### config.mk
export PLATFORM = sky130hd
export DESIGN_NAME = arcade_input_mapper
export DESIGN_NICKNAME = d
export VERILOG_FILES = /design/src/rtl/arcade_input_pkg.sv /design/src/rtl/arcade_input_mapper_coin_pulser.sv /design/src/rtl/arcade_input_mapper.sv
export SDC_FILE = /design/constraint.sdc
export NUM_CORES = 1
export LEC_CHECK = 0
export CAP_MARGIN = 20
export CORE_MARGIN = 2
export CORE_UTILIZATION = 30
export DETAILED_ROUTE_END_ITERATION = 7
export PLACE_DENSITY_LB_ADDON = 0.05
export SLEW_MARGIN = 20
export SYNTH_ARGS = -nofsm -noshare
export SYNTH_HDL_FRONTEND = slang
export SYNTH_HIERARCHICAL = 1
export SYNTH_SLANG_ARGS = --single-unit
### constraint.sdc
create_clock -name clk -period 2.2 [get_ports clk]
set_input_delay 0.33 -clock clk [delete_from_list [all_inputs] [get_ports clk]]
set_output_delay 0.33 -clock clk [all_outputs]
set_load 0.05 [all_outputs]
### src/rtl/arcade_input_pkg.sv
// Shared definitions for the arcade input mapper: PS/2 key map, joystick bit
// layout and the key-map entry type.
package arcade_input_pkg;

   localparam int JOY_R     = 0;
   localparam int JOY_L     = 1;
   localparam int JOY_D     = 2;
   localparam int JOY_U     = 3;
   localparam int JOY_BTN0  = 4;
   localparam int JOY_FIXED = 6;

   typedef enum logic [1:0] {
      KIND_DIR,
      KIND_BTN,
      KIND_START,
      KIND_COIN
   } key_kind_e;

   typedef struct packed {
      logic      valid;
      logic      player;
      key_kind_e kind;
      logic [1:0] index;
   } key_map_t;

   function automatic key_map_t mapEntry(input logic player, input key_kind_e kind,
                                         input logic [1:0] index);
      key_map_t m;
      m.valid  = 1'b1;
      m.player = player;
      m.kind   = kind;
      m.index  = index;
      return m;
   endfunction

   // Direction entries use the joystick bit position as their index.
   function automatic key_map_t lookupKey(input logic ext, input logic [7:0] code);
      key_map_t m;
      m = '0;
      case ({ext, code})
         9'h175: m = mapEntry(1'b0, KIND_DIR, 2'(JOY_U));
         9'h172: m = mapEntry(1'b0, KIND_DIR, 2'(JOY_D));
         9'h16B: m = mapEntry(1'b0, KIND_DIR, 2'(JOY_L));
         9'h174: m = mapEntry(1'b0, KIND_DIR, 2'(JOY_R));
         9'h014: m = mapEntry(1'b0, KIND_BTN, 2'd0);
         9'h029: m = mapEntry(1'b0, KIND_BTN, 2'd1);
         9'h012: m = mapEntry(1'b0, KIND_BTN, 2'd2);
         9'h01A: m = mapEntry(1'b0, KIND_BTN, 2'd3);
         9'h02D: m = mapEntry(1'b1, KIND_DIR, 2'(JOY_U));
         9'h02B: m = mapEntry(1'b1, KIND_DIR, 2'(JOY_D));
         9'h023: m = mapEntry(1'b1, KIND_DIR, 2'(JOY_L));
         9'h034: m = mapEntry(1'b1, KIND_DIR, 2'(JOY_R));
         9'h01C: m = mapEntry(1'b1, KIND_BTN, 2'd0);
         9'h01B: m = mapEntry(1'b1, KIND_BTN, 2'd1);
         9'h015: m = mapEntry(1'b1, KIND_BTN, 2'd2);
         9'h01D: m = mapEntry(1'b1, KIND_BTN, 2'd3);
         9'h005: m = mapEntry(1'b0, KIND_START, 2'd0);
         9'h006: m = mapEntry(1'b1, KIND_START, 2'd0);
         9'h004: m = mapEntry(1'b0, KIND_COIN, 2'd0);
         9'h00C: m = mapEntry(1'b1, KIND_COIN, 2'd0);
         default: m = '0;
      endcase
      return m;
   endfunction

endpackage

### src/rtl/arcade_input_mapper_coin_pulser.sv
// Turns a coin request into a single fixed-width active-low pulse; a new pulse
// needs the request to rise again after the current one has finished.
module coin_pulser #(
   parameter int COIN_PULSE = 16
) (
   input  logic clk,
   input  logic rst,
   input  logic req_i,
   output logic coin_n_o
);

   localparam int CNTW = $clog2(COIN_PULSE + 1);

   logic            reqPrev_q;
   logic [CNTW-1:0] cnt_q, cnt_d;
   logic            active_q, active_d;

   // Rising edges are only honoured while no pulse is counting down.
   always_comb begin
      cnt_d = cnt_q;
      if (cnt_q != '0) begin
         cnt_d = cnt_q - CNTW'(1);
      end else if (req_i && !reqPrev_q) begin
         cnt_d = CNTW'(COIN_PULSE);
      end
      active_d = (cnt_d != '0);
   end

   always_ff @(posedge clk or posedge rst) begin
      if (rst) begin
         reqPrev_q <= 1'b0;
         cnt_q     <= '0;
         active_q  <= 1'b0;
      end else begin
         reqPrev_q <= req_i;
         cnt_q     <= cnt_d;
         active_q  <= active_d;
      end
   end

   assign coin_n_o = ~active_q;

endmodule

### src/rtl/arcade_input_mapper.sv
// Merges PS/2 keyboard players with joystick players, applies SOCD cleaning,
// autofire and coin pulse shaping, and drives active-low control buses.
module arcade_input_mapper
   import arcade_input_pkg::*;
#(
   parameter int NUM_PLAYERS  = 2,
   parameter int NUM_BTN      = 2,
   parameter int COIN_PULSE   = 16,
   parameter int AUTOFIRE_DIV = 65536,
   parameter int SOCD_NEUTRAL = 1
) (
   input  logic                                  clk,
   input  logic                                  rst,
   input  logic [10:0]                           ps2_key,
   input  logic                                  key_clear,
   input  logic [NUM_PLAYERS*(6+NUM_BTN)-1:0]    joy_in,
   input  logic [NUM_PLAYERS*NUM_BTN-1:0]        autofire_en,
   output logic [NUM_PLAYERS*(4+NUM_BTN)-1:0]    ctrl_n,
   output logic [NUM_PLAYERS-1:0]                start_n,
   output logic [NUM_PLAYERS-1:0]                coin_n
);

   localparam int JW  = JOY_FIXED + NUM_BTN;
   localparam int CW  = 4 + NUM_BTN;
   localparam int AFW = $clog2(AUTOFIRE_DIV);

   logic                      toggle_q;
   logic [1:0][3:0]           keyDir_q, keyDir_d;
   logic [1:0][NUM_BTN-1:0]   keyBtn_q, keyBtn_d;
   logic [1:0]                keyStart_q, keyStart_d;
   logic [1:0]                keyCoin_q, keyCoin_d;
   logic [AFW-1:0]            afCnt_q, afCnt_d;
   logic                      phase_q, phase_d;
   logic [NUM_PLAYERS*CW-1:0] ctrlN_q, ctrlN_d;
   logic [NUM_PLAYERS-1:0]    startN_q, startN_d;
   logic [NUM_PLAYERS-1:0]    coinReq;
   key_map_t                  hit;
   logic                      keyEvent;

   // A PS/2 event is a flip of the toggle bit; key_clear overrides any event.
   always_comb begin
      hit        = lookupKey(ps2_key[8], ps2_key[7:0]);
      keyEvent   = (ps2_key[10] != toggle_q);
      keyDir_d   = keyDir_q;
      keyBtn_d   = keyBtn_q;
      keyStart_d = keyStart_q;
      keyCoin_d  = keyCoin_q;
      if (key_clear) begin
         keyDir_d   = '0;
         keyBtn_d   = '0;
         keyStart_d = '0;
         keyCoin_d  = '0;
      end else if (keyEvent && hit.valid && (int'(hit.player) < NUM_PLAYERS)) begin
         case (hit.kind)
            KIND_DIR:   keyDir_d[hit.player][hit.index] = ps2_key[9];
            KIND_BTN: begin
               for (int b = 0; b < NUM_BTN; b++) begin
                  if (hit.index == 2'(b)) keyBtn_d[hit.player][b] = ps2_key[9];
               end
            end
            KIND_START: keyStart_d[hit.player] = ps2_key[9];
            default:    keyCoin_d[hit.player] = ps2_key[9];
         endcase
      end
   end

   always_comb begin
      if (afCnt_q == AFW'(AUTOFIRE_DIV - 1)) begin
         afCnt_d = '0;
         phase_d = ~phase_q;
      end else begin
         afCnt_d = afCnt_q + AFW'(1);
         phase_d = phase_q;
      end
   end

   for (genvar p = 0; p < NUM_PLAYERS; p++) begin : gPlayer
      logic [3:0]         kbDir, dirReq, dirClean;
      logic [NUM_BTN-1:0] kbBtn, btnReq, btnOut;
      logic               kbStart, kbCoin;

      // Only the first two players have a keyboard map.
      if (p < 2) begin : gKbd
         assign kbDir   = keyDir_q[p];
         assign kbBtn   = keyBtn_q[p];
         assign kbStart = keyStart_q[p];
         assign kbCoin  = keyCoin_q[p];
      end else begin : gNoKbd
         assign kbDir   = '0;
         assign kbBtn   = '0;
         assign kbStart = 1'b0;
         assign kbCoin  = 1'b0;
      end

      assign dirReq = joy_in[p*JW +: 4] | kbDir;
      assign btnReq = joy_in[p*JW+JOY_BTN0 +: NUM_BTN] | kbBtn;

      always_comb begin
         dirClean = dirReq;
         if (SOCD_NEUTRAL != 0) begin
            if (dirReq[JOY_R] && dirReq[JOY_L]) begin
               dirClean[JOY_R] = 1'b0;
               dirClean[JOY_L] = 1'b0;
            end
            if (dirReq[JOY_U] && dirReq[JOY_D]) begin
               dirClean[JOY_U] = 1'b0;
               dirClean[JOY_D] = 1'b0;
            end
         end
      end

      assign btnOut  = btnReq & (~autofire_en[p*NUM_BTN +: NUM_BTN] | {NUM_BTN{phase_q}});
      assign ctrlN_d[p*CW +: CW] = ~{btnOut, dirClean};
      assign startN_d[p] = ~(joy_in[p*JW+JOY_BTN0+NUM_BTN] | kbStart);
      assign coinReq[p]  = joy_in[p*JW+JOY_BTN0+NUM_BTN+1] | kbCoin;

      coin_pulser #(
         .COIN_PULSE(COIN_PULSE)
      ) uCoin (
         .clk     (clk),
         .rst     (rst),
         .req_i   (coinReq[p]),
         .coin_n_o(coin_n[p])
      );
   end

   always_ff @(posedge clk or posedge rst) begin
      if (rst) begin
         toggle_q   <= 1'b0;
         keyDir_q   <= '0;
         keyBtn_q   <= '0;
         keyStart_q <= '0;
         keyCoin_q  <= '0;
         afCnt_q    <= '0;
         phase_q    <= 1'b0;
         ctrlN_q    <= '1;
         startN_q   <= '1;
      end else begin
         toggle_q   <= ps2_key[10];
         keyDir_q   <= keyDir_d;
         keyBtn_q   <= keyBtn_d;
         keyStart_q <= keyStart_d;
         keyCoin_q  <= keyCoin_d;
         afCnt_q    <= afCnt_d;
         phase_q    <= phase_d;
         ctrlN_q    <= ctrlN_d;
         startN_q   <= startN_d;
      end
   end

   assign ctrl_n  = ctrlN_q;
   assign start_n = startN_q;

endmodule

**After elaboration in Yosys (flattened, before gate mapping)**

Index checks and enable logic that the tools add are counted.

- Memories kept: 0
- Output and inout port bits: 16
- ROM bits: 0
- Input bits: 34
- RAM bits: 0
- Flip-flop bits (word level): 62
- Bits in latches: 0

- Magnitude comparators: 4
- Eq/ne operators: 26
- Shift-type cells: 0
- Mux-type cells: 42
- Bitwise gates (word level): 21
- Add/sub/neg operators: 3
- Divide/modulo/power cells: 0
- Multiply operators: 0
- Reduce and logical (&&, ||, !) cells: 26

Operators with widths:

| operator | number |
|---|---|
| case mux 6 bit (20 select lines) | 1 |
| equality test 9 x 5 -> 1 bit (second input constant) | 7 |
| equality test 9 x 6 -> 1 bit (second input constant) | 5 |
| equality test 9 bit (second input constant) | 4 |
| 2-to-1 mux 4 bit | 9 |
| equality test 9 x 3 -> 1 bit (second input constant) | 3 |
| 2-to-1 mux 8 bit | 3 |
| 2-to-1 mux 2 bit | 11 |
| 2-to-1 mux 5 bit | 4 |
| nonzero test 5 bit | 4 |
| adder 16 x 1 -> 16 bit (second input constant) | 1 |
| equality test 16 bit (second input constant) | 1 |
| 2-to-1 mux 16 bit | 1 |
| inverter 6 bit | 2 |
| subtractor 5 x 1 -> 5 bit (second input constant) | 2 |
| equality test 9 x 4 -> 1 bit (second input constant) | 1 |
| logical AND 1 bit | 9 |
| bitwise mux 4 bit | 2 |
| bitwise mux 8 bit | 1 |
| OR 2 bit | 4 |
| OR 4 bit | 2 |
| AND reduction 2 bit | 4 |
| nonzero test 2 bit | 4 |
| inverter 1 bit | 5 |
| 20 further kinds | 32 |

**Logic depth before layout (Yosys ltp)**

- Depth in word-level cells: 16
- Gate-level depth with buffers: 8

**Cells and area by module**

Netlist, hierarchy kept.

By module, submodules not included:

| module | cells an instance | instances | area each (µm²) |
|---|---|---|---|
| arcade_input_mapper | 256 | 1 | 2551.2 |
| coin_pulser | 29 | 2 | 321.6 |

**Least setup slack after synthesis**

No wires, ideal clock.

- Path kind: input to register
- From: in ps2_key[5]
- To: reg keyCoin_q[1]
- Setup slack: -411 ps
- Library setup time: 137 ps
- Path buffers: 1
- Arrival time: 2475 ps
- Data required time: 2063 ps
- Stages: 7
- Cells stage by stage: buf_6 > or4_4 > or3b_4 > o32a_1 > and2_4 > or4_4 > mux2i_1

- Word-level cells in the longest chain between the ends: 10

Ends and longest elaborated chain:

| what | line | source |
|---|---|---|
| from (decl) | arcade_input_mapper.sv:14 | `input logic [10:0] ps2_key,` |
| equality test 9 x 4 -> 1 bit (tied with other cells) | arcade_input_pkg.sv:40 | `case ({ext, code})` |
| case mux 6 bit (20 select lines) (*) | arcade_input_pkg.sv:40 |  |
| < comparator 1 x 2 -> 1 bit (implied by the code) or >= comparator 1 bit (tied branches) | arcade_input_mapper.sv:62 | `default: keyCoin_d[hit.player] = ps2_key[9];` |
| logical AND 1 bit (implied by the code) | arcade_input_mapper.sv:62 |  |
| 2-to-1 mux 1 bit (implied by the code) | arcade_input_mapper.sv:62 |  |
| demux 1 bit (select 1 bit) | arcade_input_mapper.sv:62 |  |
| bitwise mux 2 bit | arcade_input_mapper.sv:62 |  |
| 2-to-1 mux 2 bit | arcade_input_mapper.sv:54 | `case (hit.kind)` |
| 2-to-1 mux 2 bit | arcade_input_mapper.sv:53 | `end else if (keyEvent && hit.valid && (int'(hit.player) < NUM_PLAYERS)) begin` |
| 2-to-1 mux 2 bit | arcade_input_mapper.sv:48 | `if (key_clear) begin` |
| to (signal assigned) | arcade_input_mapper.sv:143 | `keyCoin_q <= keyCoin_d;` |
| to (decl) | arcade_input_mapper.sv:31 | `logic [1:0] keyCoin_q, keyCoin_d;` |

Every way passes the cells marked *; elsewhere a longest branch is shown, timed or not. The select of a mux whose other input is x is not followed.
A chain may end at the register's enable or synchronous reset.

**Final worst setup path**

Same ends and word-level chain as after synthesis.

==> results.toml <==
[status]
status = "completed"

[power]
finalPower_w = 0.00295
vdd_drop_max_mv = 0.311
power_leakage_nw = 2.01
p_per_area_nw_per_um2 = 653

[place]
dp_cells = 538
place_congestion = 0.784
port_buffers = 49
hpwl_um = 5650
dpl_worst_slack_ns = -0.690

[floorplanning]
fp.dieH_um = 107
start_util_pct = 30.9
core_um2 = 10300
die_x_um = 107
num_io_pins = 50
die_area_um2 = 11500
rows = 37

[timing]
hold_viol_final = 0
setup_slack_ns = 0.0161
layout_min_cycle_time_ns = 2.18
fin_worst_skew_ns = 0.0130
max_freq_mhz = 458
slew_headroom_pct = 66.2
setup_violations = 0
fin_crit_sh_pct = 99.3
fin_tns_setup_ns = 0
fin_hold_ws_ns = 0.293
drv_slew = 0
worstMarginPinSlew_ns = 0.506

[route]
ant_nets = 0
met3_length_um = 234
vias = 2632
first_pass_iters = 4
drc = 0
m1WireLength_um = 3770
wl_per_cell_um = 13.6
maxUsedRoutingLayer = "met4"
drtIter0Drc = 56
wl_um = 7570
met2_length_um = 3520
vias_per_cell = 4.74

[cts]
root_buffer = "clkbuf_8"
clk_transition_reported_paths_ns = 0.08
htreeDepth = 3
cts.sinks = 62
clock_latency_ns = 0.33
cts_buffer_depth = 2
cts_tree = "built"
hold_buffers = 0
numCtsBuffers = 9

[final_layout]
layout.nets = 451
areaGrowthSynthToFinish_pct = 41.4
drive_gt1_share_pct = 27.2
stdcell_count = 555
n_antenna_cell = 0

[yosys]
netlist_instances = 314
syn-cell-area_um2 = 3190
ys_ff_latch = 62
seq_area_frac_synth_pct = 49.1
postSynth.asyncResetShare_pct = 100
synth.avg_cell_area_um2 = 10.2
synth_cell_types = 56
syn-num-nets = 351
synth_edf_count = 0
synth_flop_cell = "dfrtp_1"
ys_warn_count = 6

[grt]
antenna_found_initial = 0
grt_max_degree = 32
grt_pass1_vias = 2693
track_usage_pct = 14.5
grt_pass1_wl_um = 13100
grt.overflow.total = 0

[worst_setup_path]
crit_buf_inv = 1
start_kind = "primary input"
crit_path_max_fanout = 3
crit_chain = "buf_6, or4_4, or3b_4, o32a_1, and2_4, or4_4, mux2i_1"
path_delay_family = "simple AND/OR/NAND/NOR gates"
crit_start = "ps2_key[5]"
worst_ep_arrival_time_ns = 2.37
cpMaxStageDelayCell = "or4_4"
cp.required_ns = 2.38
worstReg2RegStart = "gPlayer[0].uCoin/cnt_q[1]"
timing.critical_path.mode_cell = "or4_4"
end_kind = "flop"
cp_slowest_stage_delay_ns = 0.52
worstSetupPathType = "primary input to flop"

[flow_run]
cap_violations = 0

[min_path]
hold_class = "primary input to asynchronous set/reset pin"
[cell usage after synthesis, drive strengths merged (6+ instances only)]
| master | n | area, um2 |
|---|---|---|
| nand2 | 17 | 63.8 |
| or4 | 6 | 52.6 |
| nor2 | 22 | 82.6 |
| or3 | 6 | 37.5 |
| nand2b | 21 | 131 |
| dfrtp | 48 | 1200 |
| a21oi | 8 | 40.0 |
| clkbuf | 8 | 30.0 |
| o21ai | 21 | 105 |
| dfstp | 14 | 368 |
| nand3 | 18 | 90.1 |
| xor2 | 13 | 114 |
| nor2b | 6 | 37.5 |
| mux2i | 12 | 120 |
| inv | 13 | 48.8 |
[final cells by class]
| class | count | area, um2 |
|---|---|---|
| clock buffers | 11 | 131 |
| flip-flops and latches | 62 | 1570 |
| fillers | 1010 | 5810 |
| repair buffers | 99 | 891 |
| inverters | 13 | 48.8 |
| well taps | 136 | 170 |
| clock inverters | 5 | 36.3 |
| multi-input cells | 229 | 1670 |
[layout by cell type (no fill, tap or decap), drive strengths merged, types with 6 or more instances in the layout]
master | netlist | routed
dfrtp | 48 | 48
nor2 | 22 | 22
nand2b | 21 | 21
nand2 | 17 | 17
clkdlybuf4s50 | 0 | 42
or4 | 6 | 6
nor2b | 6 | 6
mux2i | 12 | 12
or3 | 6 | 6
inv | 13 | 13
xor2 | 13 | 13
a21oi | 8 | 8
o21ai | 21 | 21
dfstp | 14 | 14
nand3 | 18 | 18
clkbuf | 8 | 12
buf | 2 | 53
[worst reg2reg max path, stage by stage, from the launching register on]
cell and delay (ns):
dfrtp_1 0.41, inv_1 0.07, ha_1 0.18, nor4b_4 0.34, o21ai_1 0.14, nor2_1 0.12
or4b_1 0.46
[stage by stage]
step	instance area [um2]	utilization, %
final	4520	43.8
after global routing	4520	43.8
after CTS	4420	42.8
after detailed placement	4210	40.8
after global placement	4210	40.8
after floorplan	3210	-
[flip-flops by register name (all words and copies together), names as in the netlist]
signal / count
phase_q: 1
gPlayer.uCoin/reqPrev_q: 2
gPlayer.uCoin/cnt_q: 10
start_n: 2
gPlayer.uCoin/active_q: 2
keyCoin_q: 2
gPlayer.kbBtn: 4
ctrl_n: 12
afCnt_q: 16
keyStart_q: 2
gPlayer.kbDir: 8
toggle_q: 1
[path summary, 6_finish.rpt]
| path | endpoint | slack [ns] | depth (start not counted) |
|---|---|---|---|
| hold / removal | gPlayer[1].uCoin/cnt_q[3] | 0.29 | 2 |
| min in group clk | start_n[0] | 0.41 | 1 |
| hold reg to reg | start_n[0] | 0.41 | 1 |
| setup / recovery | keyCoin_q[1] | 0.02 | 7 |
| setup reg to reg | gPlayer[0].uCoin/active_q | 0.34 | 6 |
| max in group asynchronous | ctrl_n[11] | 1.25 | 3 |
[routing by layer]
layer  global-route usage [%]  vias up
met2                     22.7       34
met5                        0        -
met1                     19.8     1270
li1                         -     1326
met4                     4.45        0
met3                     3.40        2
[logic make-up (layout without fill, tap and decap cells)]
family | Yosys count | after routing | synth area share, %
compound gates | 54 | 54 | 10.7
xor+xnor | 18 | 18 | 4.94
fa+ha+maj | 3 | 3 | 1.18
buf+inv | 23 | 128 | 2.94
flops | 62 | 62 | 49.1
mux | 12 | 12 | 3.76
simple gates | 142 | 142 | 27.3
[what timing repair did]
item / CTS / global route
endpoints found under the setup margin: 16 / 15
gates resized for setup: 24 / 21
setup buffers: 1 / 0
cloned: 0 / 0
pin swaps: 5 / 6
[power by group]
group	total (W)	switching, W	leakage (nW)	internal, W
clock	0.000870	0.000458	0.0872	0.000412
combinational	0.000692	0.000365	1.16	0.000328
sequential	0.00139	0.000122	0.770	0.00126
total	0.00295	0.000945	2.01	0.00200
Power figures use the tool's default switching activity.
